--- config.mk ---
export PLATFORM = sky130hd
export DESIGN_NAME = seg7_scan_ctrl_flat
export DESIGN_NICKNAME = d
export VERILOG_FILES = /design/src/rtl/seg7_pkg.sv /design/src/rtl/seg7_scan_ctrl_if.sv /design/src/rtl/hex_to_seg7.sv /design/src/rtl/seg7_scan_ctrl.sv /design/src/flat_wrapper.sv
export SDC_FILE = /design/constraint.sdc
export NUM_CORES = 1
export LEC_CHECK = 0
export CORE_ASPECT_RATIO = 1.4
export CORE_MARGIN = 4
export CORE_UTILIZATION = 45
export CTS_BUF_LIST = sky130_fd_sc_hd__clkbuf_8
export DETAILED_ROUTE_END_ITERATION = 8
export SLEW_MARGIN = 0
export SYNTH_ARGS = -nofsm -noshare
export SYNTH_HDL_FRONTEND = slang
export SYNTH_SLANG_ARGS = --single-unit
--- constraint.sdc ---
create_clock -name clk -period 4.33 [get_ports clk]
set_input_delay 0.866 -clock clk [delete_from_list [all_inputs] [get_ports clk]]
set_output_delay 0.866 -clock clk [all_outputs]
set_load 0.02 [all_outputs]
--- src/rtl/seg7_pkg.sv ---
// Shared constants for the 4-digit 7-segment scan controller:
// hex->segment table (active-high, bit order g..a), idle pin levels and FSM states.
package seg7_pkg;

   localparam int DIGITS = 4;

   localparam logic [7:0] SEG_OFF = 8'hFF;
   localparam logic [3:0] AN_OFF  = 4'hF;

   typedef enum logic {
      ST_BLANK = 1'b0,
      ST_DRIVE = 1'b1
   } scan_state_t;

   // Index = nibble value, entry = {g,f,e,d,c,b,a}, 1 = segment lit
   localparam logic [6:0] HEX_SEG_TBL [16] = '{
      7'h3F, 7'h06, 7'h5B, 7'h4F,   // 0 1 2 3
      7'h66, 7'h6D, 7'h7D, 7'h07,   // 4 5 6 7
      7'h7F, 7'h6F, 7'h77, 7'h7C,   // 8 9 A b
      7'h39, 7'h5E, 7'h79, 7'h71    // C d E F
   };

endpackage

--- src/rtl/seg7_scan_ctrl_if.sv ---
// Host-side write/commit port of the scan controller.
// master = user logic writing digits, slave = seg7_scan_ctrl.
interface seg7_scan_ctrl_if;

   logic       wr_en;
   logic [1:0] wr_idx;
   logic [3:0] wr_data;
   logic       wr_dp;
   logic       wr_blank;
   logic       commit_req;
   logic       commit_ack;

   modport master (
      output wr_en, wr_idx, wr_data, wr_dp, wr_blank, commit_req,
      input  commit_ack
   );

   modport slave (
      input  wr_en, wr_idx, wr_data, wr_dp, wr_blank, commit_req,
      output commit_ack
   );

endinterface

--- src/rtl/hex_to_seg7.sv ---
// Combinational hex nibble -> active-high g..a segment pattern.
module hex_to_seg7
   import seg7_pkg::*;
(
   input  logic [3:0] i_hex,
   output logic [6:0] o_seg
);

   assign o_seg = HEX_SEG_TBL[i_hex];

endmodule

--- src/rtl/seg7_scan_ctrl.sv ---
// Time-multiplexed scan controller for a 4-digit common-anode 7-seg display.
// Host writes land in a shadow bank; a commit copies shadow -> active only at a
// frame boundary so a frame is never drawn from a half-updated set.
// Each digit slot starts with BLANK_CYC cycles of all anodes off (anti-ghosting).
// Optional build macro LZ_SUPPRESS_EN: blank leading zero digits (digit 0 always shown).
//
//  state    | meaning
//  ST_BLANK | slot preamble, all anodes off, cathodes off
//  ST_DRIVE | current digit's anode on (unless blanked), cathodes show its value
module seg7_scan_ctrl
   import seg7_pkg::*;
#(
   parameter int REFRESH_DIV = 100000,
   parameter int BLANK_CYC   = 1000
) (
   input  logic               clk,
   input  logic               rst_n,
   seg7_scan_ctrl_if.slave    host,
   output logic               o_frame_tick,
   output logic [7:0]         o_seg,
   output logic [3:0]         o_an
);

   localparam int                CNT_W     = (REFRESH_DIV > 2) ? $clog2(REFRESH_DIV) : 1;
   localparam logic [CNT_W-1:0]  CNT_LAST  = CNT_W'(REFRESH_DIV - 1);
   localparam logic [CNT_W-1:0]  BLANK_LIM = CNT_W'(BLANK_CYC);

   logic [CNT_W-1:0]             r_cnt;
   logic [1:0]                   r_digit;
   scan_state_t                  r_state;
   scan_state_t                  w_state_nxt;

   logic [DIGITS-1:0][3:0]       r_sh_val;
   logic [DIGITS-1:0]            r_sh_dp;
   logic [DIGITS-1:0]            r_sh_blank;
   logic [DIGITS-1:0][3:0]       r_act_val;
   logic [DIGITS-1:0]            r_act_dp;
   logic [DIGITS-1:0]            r_act_blank;

   logic                         r_pending;
   logic                         r_ack;
   logic                         r_tick;
   logic [7:0]                   r_seg;
   logic [3:0]                   r_an;

   logic                         w_wrap;
   logic [CNT_W-1:0]             w_cnt_nxt;
   logic                         w_boundary;
   logic                         w_commit;
   logic [6:0]                   w_hex_seg;
   logic                         w_sup;
   logic [7:0]                   w_seg_nxt;
   logic [3:0]                   w_an_nxt;

   assign w_wrap     = (r_cnt == CNT_LAST);
   assign w_cnt_nxt  = w_wrap ? '0 : r_cnt + 1'b1;
   assign w_boundary = w_wrap && (r_digit == 2'd3);
   // A request arriving in the boundary cycle itself still catches this boundary
   assign w_commit   = w_boundary && (r_pending || host.commit_req);

   // Slot prescaler and digit pointer
   always_ff @(posedge clk or negedge rst_n) begin
      if (!rst_n) begin
         r_cnt   <= '0;
         r_digit <= 2'd0;
      end else begin
         r_cnt <= w_cnt_nxt;
         if (w_wrap) r_digit <= r_digit + 2'd1;
      end
   end

   // FSM state register; state always describes the current r_cnt
   always_ff @(posedge clk or negedge rst_n) begin
      if (!rst_n) r_state <= ST_BLANK;
      else        r_state <= w_state_nxt;
   end

   // FSM next state, looked ahead from the next counter value
   always_comb begin
      w_state_nxt = r_state;
      case (r_state)
         ST_BLANK: if (w_cnt_nxt >= BLANK_LIM)       w_state_nxt = ST_DRIVE;
         ST_DRIVE: if (w_wrap && (BLANK_CYC != 0))   w_state_nxt = ST_BLANK;
         default:                                    w_state_nxt = ST_BLANK;
      endcase
   end

   // Shadow bank: every write accepted, never visible on pins until committed
   always_ff @(posedge clk or negedge rst_n) begin
      if (!rst_n) begin
         r_sh_val   <= '0;
         r_sh_dp    <= '0;
         r_sh_blank <= '1;
      end else if (host.wr_en) begin
         r_sh_val[host.wr_idx]   <= host.wr_data;
         r_sh_dp[host.wr_idx]    <= host.wr_dp;
         r_sh_blank[host.wr_idx] <= host.wr_blank;
      end
   end

   // Active bank: copied from pre-write shadow at a boundary with a commit outstanding
   always_ff @(posedge clk or negedge rst_n) begin
      if (!rst_n) begin
         r_act_val   <= '0;
         r_act_dp    <= '0;
         r_act_blank <= '1;
      end else if (w_commit) begin
         r_act_val   <= r_sh_val;
         r_act_dp    <= r_sh_dp;
         r_act_blank <= r_sh_blank;
      end
   end

   // Commit bookkeeping: requests merge while pending; each boundary clears it
   always_ff @(posedge clk or negedge rst_n) begin
      if (!rst_n) begin
         r_pending <= 1'b0;
         r_ack     <= 1'b0;
         r_tick    <= 1'b0;
      end else begin
         if (w_boundary)           r_pending <= 1'b0;
         else if (host.commit_req) r_pending <= 1'b1;
         r_ack  <= w_commit;
         r_tick <= w_boundary;
      end
   end

   hex_to_seg7 u_hex (
      .i_hex (r_act_val[r_digit]),
      .o_seg (w_hex_seg)
   );

`ifdef LZ_SUPPRESS_EN
   logic [DIGITS-1:0] w_lz_vec;

   // Walk from the top digit down; suppression stops at the first significant digit
   always_comb begin
      logic run;
      logic zero;
      w_lz_vec = '0;
      run      = 1'b1;
      zero     = 1'b0;
      for (int i = DIGITS - 1; i >= 0; i--) begin
         zero        = (r_act_val[i] == 4'd0) && !r_act_dp[i];
         w_lz_vec[i] = run && zero && (i != 0);
         run         = run && (zero || r_act_blank[i]);
      end
   end

   assign w_sup = w_lz_vec[r_digit];
`else
   assign w_sup = 1'b0;
`endif

   // Pin values for the current state/counter, registered below
   always_comb begin
      w_an_nxt  = AN_OFF;
      w_seg_nxt = SEG_OFF;
      if (r_state == ST_DRIVE) begin
         w_seg_nxt = {~r_act_dp[r_digit], ~w_hex_seg};
         if (!r_act_blank[r_digit] && !w_sup) w_an_nxt = ~(4'b0001 << r_digit);
      end
   end

   // Registered pins: one cycle behind the scan state, glitch-free at the board
   always_ff @(posedge clk or negedge rst_n) begin
      if (!rst_n) begin
         r_seg <= SEG_OFF;
         r_an  <= AN_OFF;
      end else begin
         r_seg <= w_seg_nxt;
         r_an  <= w_an_nxt;
      end
   end

   assign o_seg           = r_seg;
   assign o_an            = r_an;
   assign o_frame_tick    = r_tick;
   assign host.commit_ack = r_ack;

endmodule

--- src/flat_wrapper.sv ---
// flat-port wrapper written by rule: the top's interface ports become plain ports
module seg7_scan_ctrl_flat import seg7_pkg::*;
#(
   parameter int REFRESH_DIV = 100000,
   parameter int BLANK_CYC   = 1000
)
  (clk, rst_n, o_frame_tick, o_seg, o_an, host_wr_en, host_wr_idx, host_wr_data, host_wr_dp, host_wr_blank, host_commit_req, host_commit_ack);
  seg7_scan_ctrl_if host_i ();
  input  logic clk;
  input  logic rst_n;
  output logic o_frame_tick;
  output logic [7:0] o_seg;
  output logic [3:0] o_an;
  input wire logic [$bits(host_i.wr_en)-1:0] host_wr_en;
  input wire logic [$bits(host_i.wr_idx)-1:0] host_wr_idx;
  input wire logic [$bits(host_i.wr_data)-1:0] host_wr_data;
  input wire logic [$bits(host_i.wr_dp)-1:0] host_wr_dp;
  input wire logic [$bits(host_i.wr_blank)-1:0] host_wr_blank;
  input wire logic [$bits(host_i.commit_req)-1:0] host_commit_req;
  output wire logic [$bits(host_i.commit_ack)-1:0] host_commit_ack;
  assign host_i.wr_en = host_wr_en;
  assign host_i.wr_idx = host_wr_idx;
  assign host_i.wr_data = host_wr_data;
  assign host_i.wr_dp = host_wr_dp;
  assign host_i.wr_blank = host_wr_blank;
  assign host_i.commit_req = host_commit_req;
  assign host_commit_ack = host_i.commit_ack;
  seg7_scan_ctrl #(.REFRESH_DIV(REFRESH_DIV), .BLANK_CYC(BLANK_CYC)) u_core (.clk(clk), .rst_n(rst_n), .host(host_i), .o_frame_tick(o_frame_tick), .o_seg(o_seg), .o_an(o_an));
endmodule
==> impl_metrics.yaml <==
die:
  num_io_pins: 26
  initial_util_pct: 45.9
  die-width_um: 87.0
  core_region_area_um2: 8560
  die_area_um2: 10300
  row_count: 40
  vertical_die_dimension_um: 119
synthesis:
  synth_flop_cell: "dfrtp_1"
  number_of_synthesized_flops_with_an_enable_pin: 0
  mappedNetlistArea_um2: 3930
  postSynthAreaPerCell_um2: 13.1
  synthDistinctLibCells: 43
  synth_seq_cells: 83
  syn_inst: 300
  syn_nets: 323
  synth_seq_area_share_pct: 53.5
  ys.warnings.count: 0
  async_flop_share_pct: 100
run_status:
  run_status: "finished, final reports clean"
setup_path:
  timing_worst_setup_path_type: "reg -> reg"
  worst_setup_path_end_kind: "flip-flop"
  worstRegToRegCells: 5
  startpoint: "u_core.r_cnt[0]"
  worstSetupEndpoint: "u_core.r_act_val[0]"
  timing.critical_path.fanout_max: 24
  r2r-start: "u_core.r_cnt[0]"
  worst_ep_required_time_ns: 4.57
  worst-endpoint-arrival_ns: 3.14
  timing.rr.end: "u_core.r_act_val[0]"
  r2r_setup_slk_ns: 1.43
  start_kind: "flip-flop"
cts:
  post_cts.repair.setup_buffers: 0
  cts.repair.resized: 0
  clock_sinks: 83
  cts.path.max_buffers: 2
  cts_h_tree_depth: 3
  tritoncts.num_buffers: 9
  tritoncts: "done"
  clk-insertion-delay-late_ns: 0.36
  clock_tree.root_cell: "clkbuf_8"
  cts.clk_slew.worst_paths_ns: 0.08
  cts_hold_buffers: 0
power:
  post-layout-total-power_mw: 1.54
  power.share.clock_pct: 40.3
  power_leakage_nw: 1.96
  power-per-cell-area_nw_per_um2: 346
  irDropWorstVdd_mv: 0.220
  power.share.switching_pct: 21.0
  p_seq_share_pct: 54.8
  combinational_share_of_power_pct: 4.9
  net-switching-power_mw: 0.324
  intPower_mw: 1.22
global_routing:
  antenna_violations_before_repair: 0
  first_pass_grt_wire_length_um: 11900
  pin_count_of_the_biggest_net_entering_global_routing: 84
  grt_remaining_overflow: 0
  via_count_of_the_first_global_routing_pass: 2376
  grtUsageTotal_pct: 15.0
sta:
  grt_setup_unrepaired: "false"
  clock-skew-final_ns: 0.00938
  whs_ns: 0.491
  finalWorstSetupSlack_ns: 1.43
  finalWorstPathRequiredPeriod_ns: 2.90
  fin_crit_sh_pct: 67.0
  final.setup.tns_ns: 0
  maxSlewHeadroom_pct: 32.8
  finalSetupViolations: 0
  report.final.slew_viol_count: 0
  finalHoldViolations: 0
  timing_worst_slew_pin_value_ns: 1.01
  fmax_mhz: 345
placed_design:
  number_of_buffers_added_on_ports: 25
  placed_cell_area_um2: 4230
  post-place-ws_ns: 1.44
  place_congestion: 0.863
  place.detailed.hpwl_um: 4830
flow_run:
  drv.max_cap_violation_count: 0
detailed_routing:
  detailedRoute.firstPassIterationCount: 4
  wirelength_met1_um: 3020
  drt-wirelength-per-cell_um: 15.9
  first_iter_violations: 126
  top_signal_layer_used: "met4"
  remaining_drc_errors: 0
  post_detailed_routing_wire_length_um: 6850
  met2_wirelength_um: 3430
  num_vias: 2281
  ant_nets: 0
  route.met3.wl_um: 247
  vias_per_cell: 5.29
cells_and_area:
  layout.filler_cells: 745
  regArea_um2: 2100
  final_cell_area_um2: 4460
  drive_gt1_share_pct: 29.8
  final_nets: 344
  num_antenna_cells: 0
  multi_input_comb_area_um2: 1700
  syn2layout_area_growth_pct: 13.5
worst_hold_path:
  holdPathStages: 1
  hold_class: "reg -> reg"
## kinds of logic after synthesis
family | share of synthesized area (%)
xor+xnor | 3.34
flops | 53.5
mux | 20.4
buf+inv | 3.25
simple gates | 12.0
fa+ha+maj | 3.50
compound gates | 4.01
## critical path, cell delays in order (launching register included)
cell and delay, ns:
dfrtp_1 0.39, ha_1 0.26, nand4_1 0.30, nor4_4 0.81
nand3b_4 0.55, mux2_4 0.45
## metal layers
metal,vias up,GRT usage (%)
met2,27,24.1
met1,1134,18.5
met4,0,7.02
met3,11,4.04
met5,-,0
li1,1109,-
## worst min-delay path by stage
| stage | start | slack, ns | to |
|---|---|---|---|
| CTS | u_core.r_cnt[0] | 0.49 | u_core.r_cnt[0] |
| floorplan | u_core.r_cnt[0] | 0.45 | u_core.r_cnt[0] |
| detailed placement | u_core.r_cnt[0] | 0.48 | u_core.r_cnt[0] |
| finish | u_core.r_cnt[0] | 0.49 | u_core.r_cnt[0] |
| global placement | u_core.r_cnt[0] | 0.47 | u_core.r_cnt[0] |
| global route | u_core.r_cnt[0] | 0.52 | u_core.r_cnt[0] |
## Yosys cell counts, types with 2 or more instances
library cell  number  area, um2
o21ai_0            8       40.0
clkbuf_1           6       22.5
nor4_1             4       25.0
dfstp_2           20        526
nor2_1            14       52.6
o211ai_1           5       37.5
nand3_1            9       45.0
xor2_1             8       70.1
o31ai_1            2       15.0
or4_1              2       15.0
nand3b_1           4       30.0
nand2b_1           4       25.0
mux4_2             6        135
mux2_4            20        300
nand2_1           18       67.6
nand4_1            6       37.5
dfrtp_1           63       1580
xnor2_1            7       61.3
buf_1              2       7.51
o311ai_0           2       17.5
mux2i_1            4       40.0
inv_1             12       45.0
nor3_1             3       15.0
mux2_2            29        327
a21oi_1            4       20.0
ha_1              11        138
buf_6              2       22.5
nand4bb_1          2       22.5
buf_2              6       30.0
nor2b_1            4       25.0
## placed cells by master, fill, tap and decap left out, types with 3 or more instances in the layout
master,instances
dfstp_2,20
xor2_1,8
o211ai_1,5
nand4_1,6
nor2b_1,4
nand3_1,9
o21ai_0,8
mux4_2,6
nor4_1,4
nand3b_1,4
nand2b_1,4
inv_1,12
clkinv_2,3
clkbuf_8,11
mux2i_1,4
ha_1,11
nand2_1,18
nor3_1,3
dfrtp_1,63
a21oi_1,4
mux2_2,29
xnor2_1,7
nor2_1,14
clkdlybuf4s50_1,24
mux2_4,20
## area by class of cell
type                    count  area share [%]
flip-flops and latches     83            47.1
clock buffers              11            3.40
multi-input cells         189            38.1
well taps                 105            2.95
inverters                  12            1.01
repair buffers             26            5.72
clock inverters             5            1.68
## stage by stage
step / cells / util (%)
finish: 431 / 52.1
global route: 431 / 52.1
CTS: 431 / 52.1
detailed placement: 415 / 49.5
global placement: 415 / 49.5
floorplan: 300 / -
## state kept, by name (all words and copies together), names as in the netlist, 4 cells and up
register / cells
u_core.r_cnt: 17
u_core.r_act_val: 16
u_core.r_sh_val: 16
u_core.o_seg: 8
u_core.o_an: 4
u_core.r_act_blank: 4
u_core.r_act_dp: 4
u_core.r_sh_blank: 4
u_core.r_sh_dp: 4
## power by group through the flow
stage	Clock (mW)	Sequential, mW	Combinational (mW)
detailed placement	0	0.861	0.0780
global route	0.673	0.851	0.0858
CTS	0.647	0.846	0.0781
global placement	0	0.859	0.0758
finish	0.623	0.846	0.0754
floorplan	0	0.852	0.0443
Power figures use the tool's default switching activity.
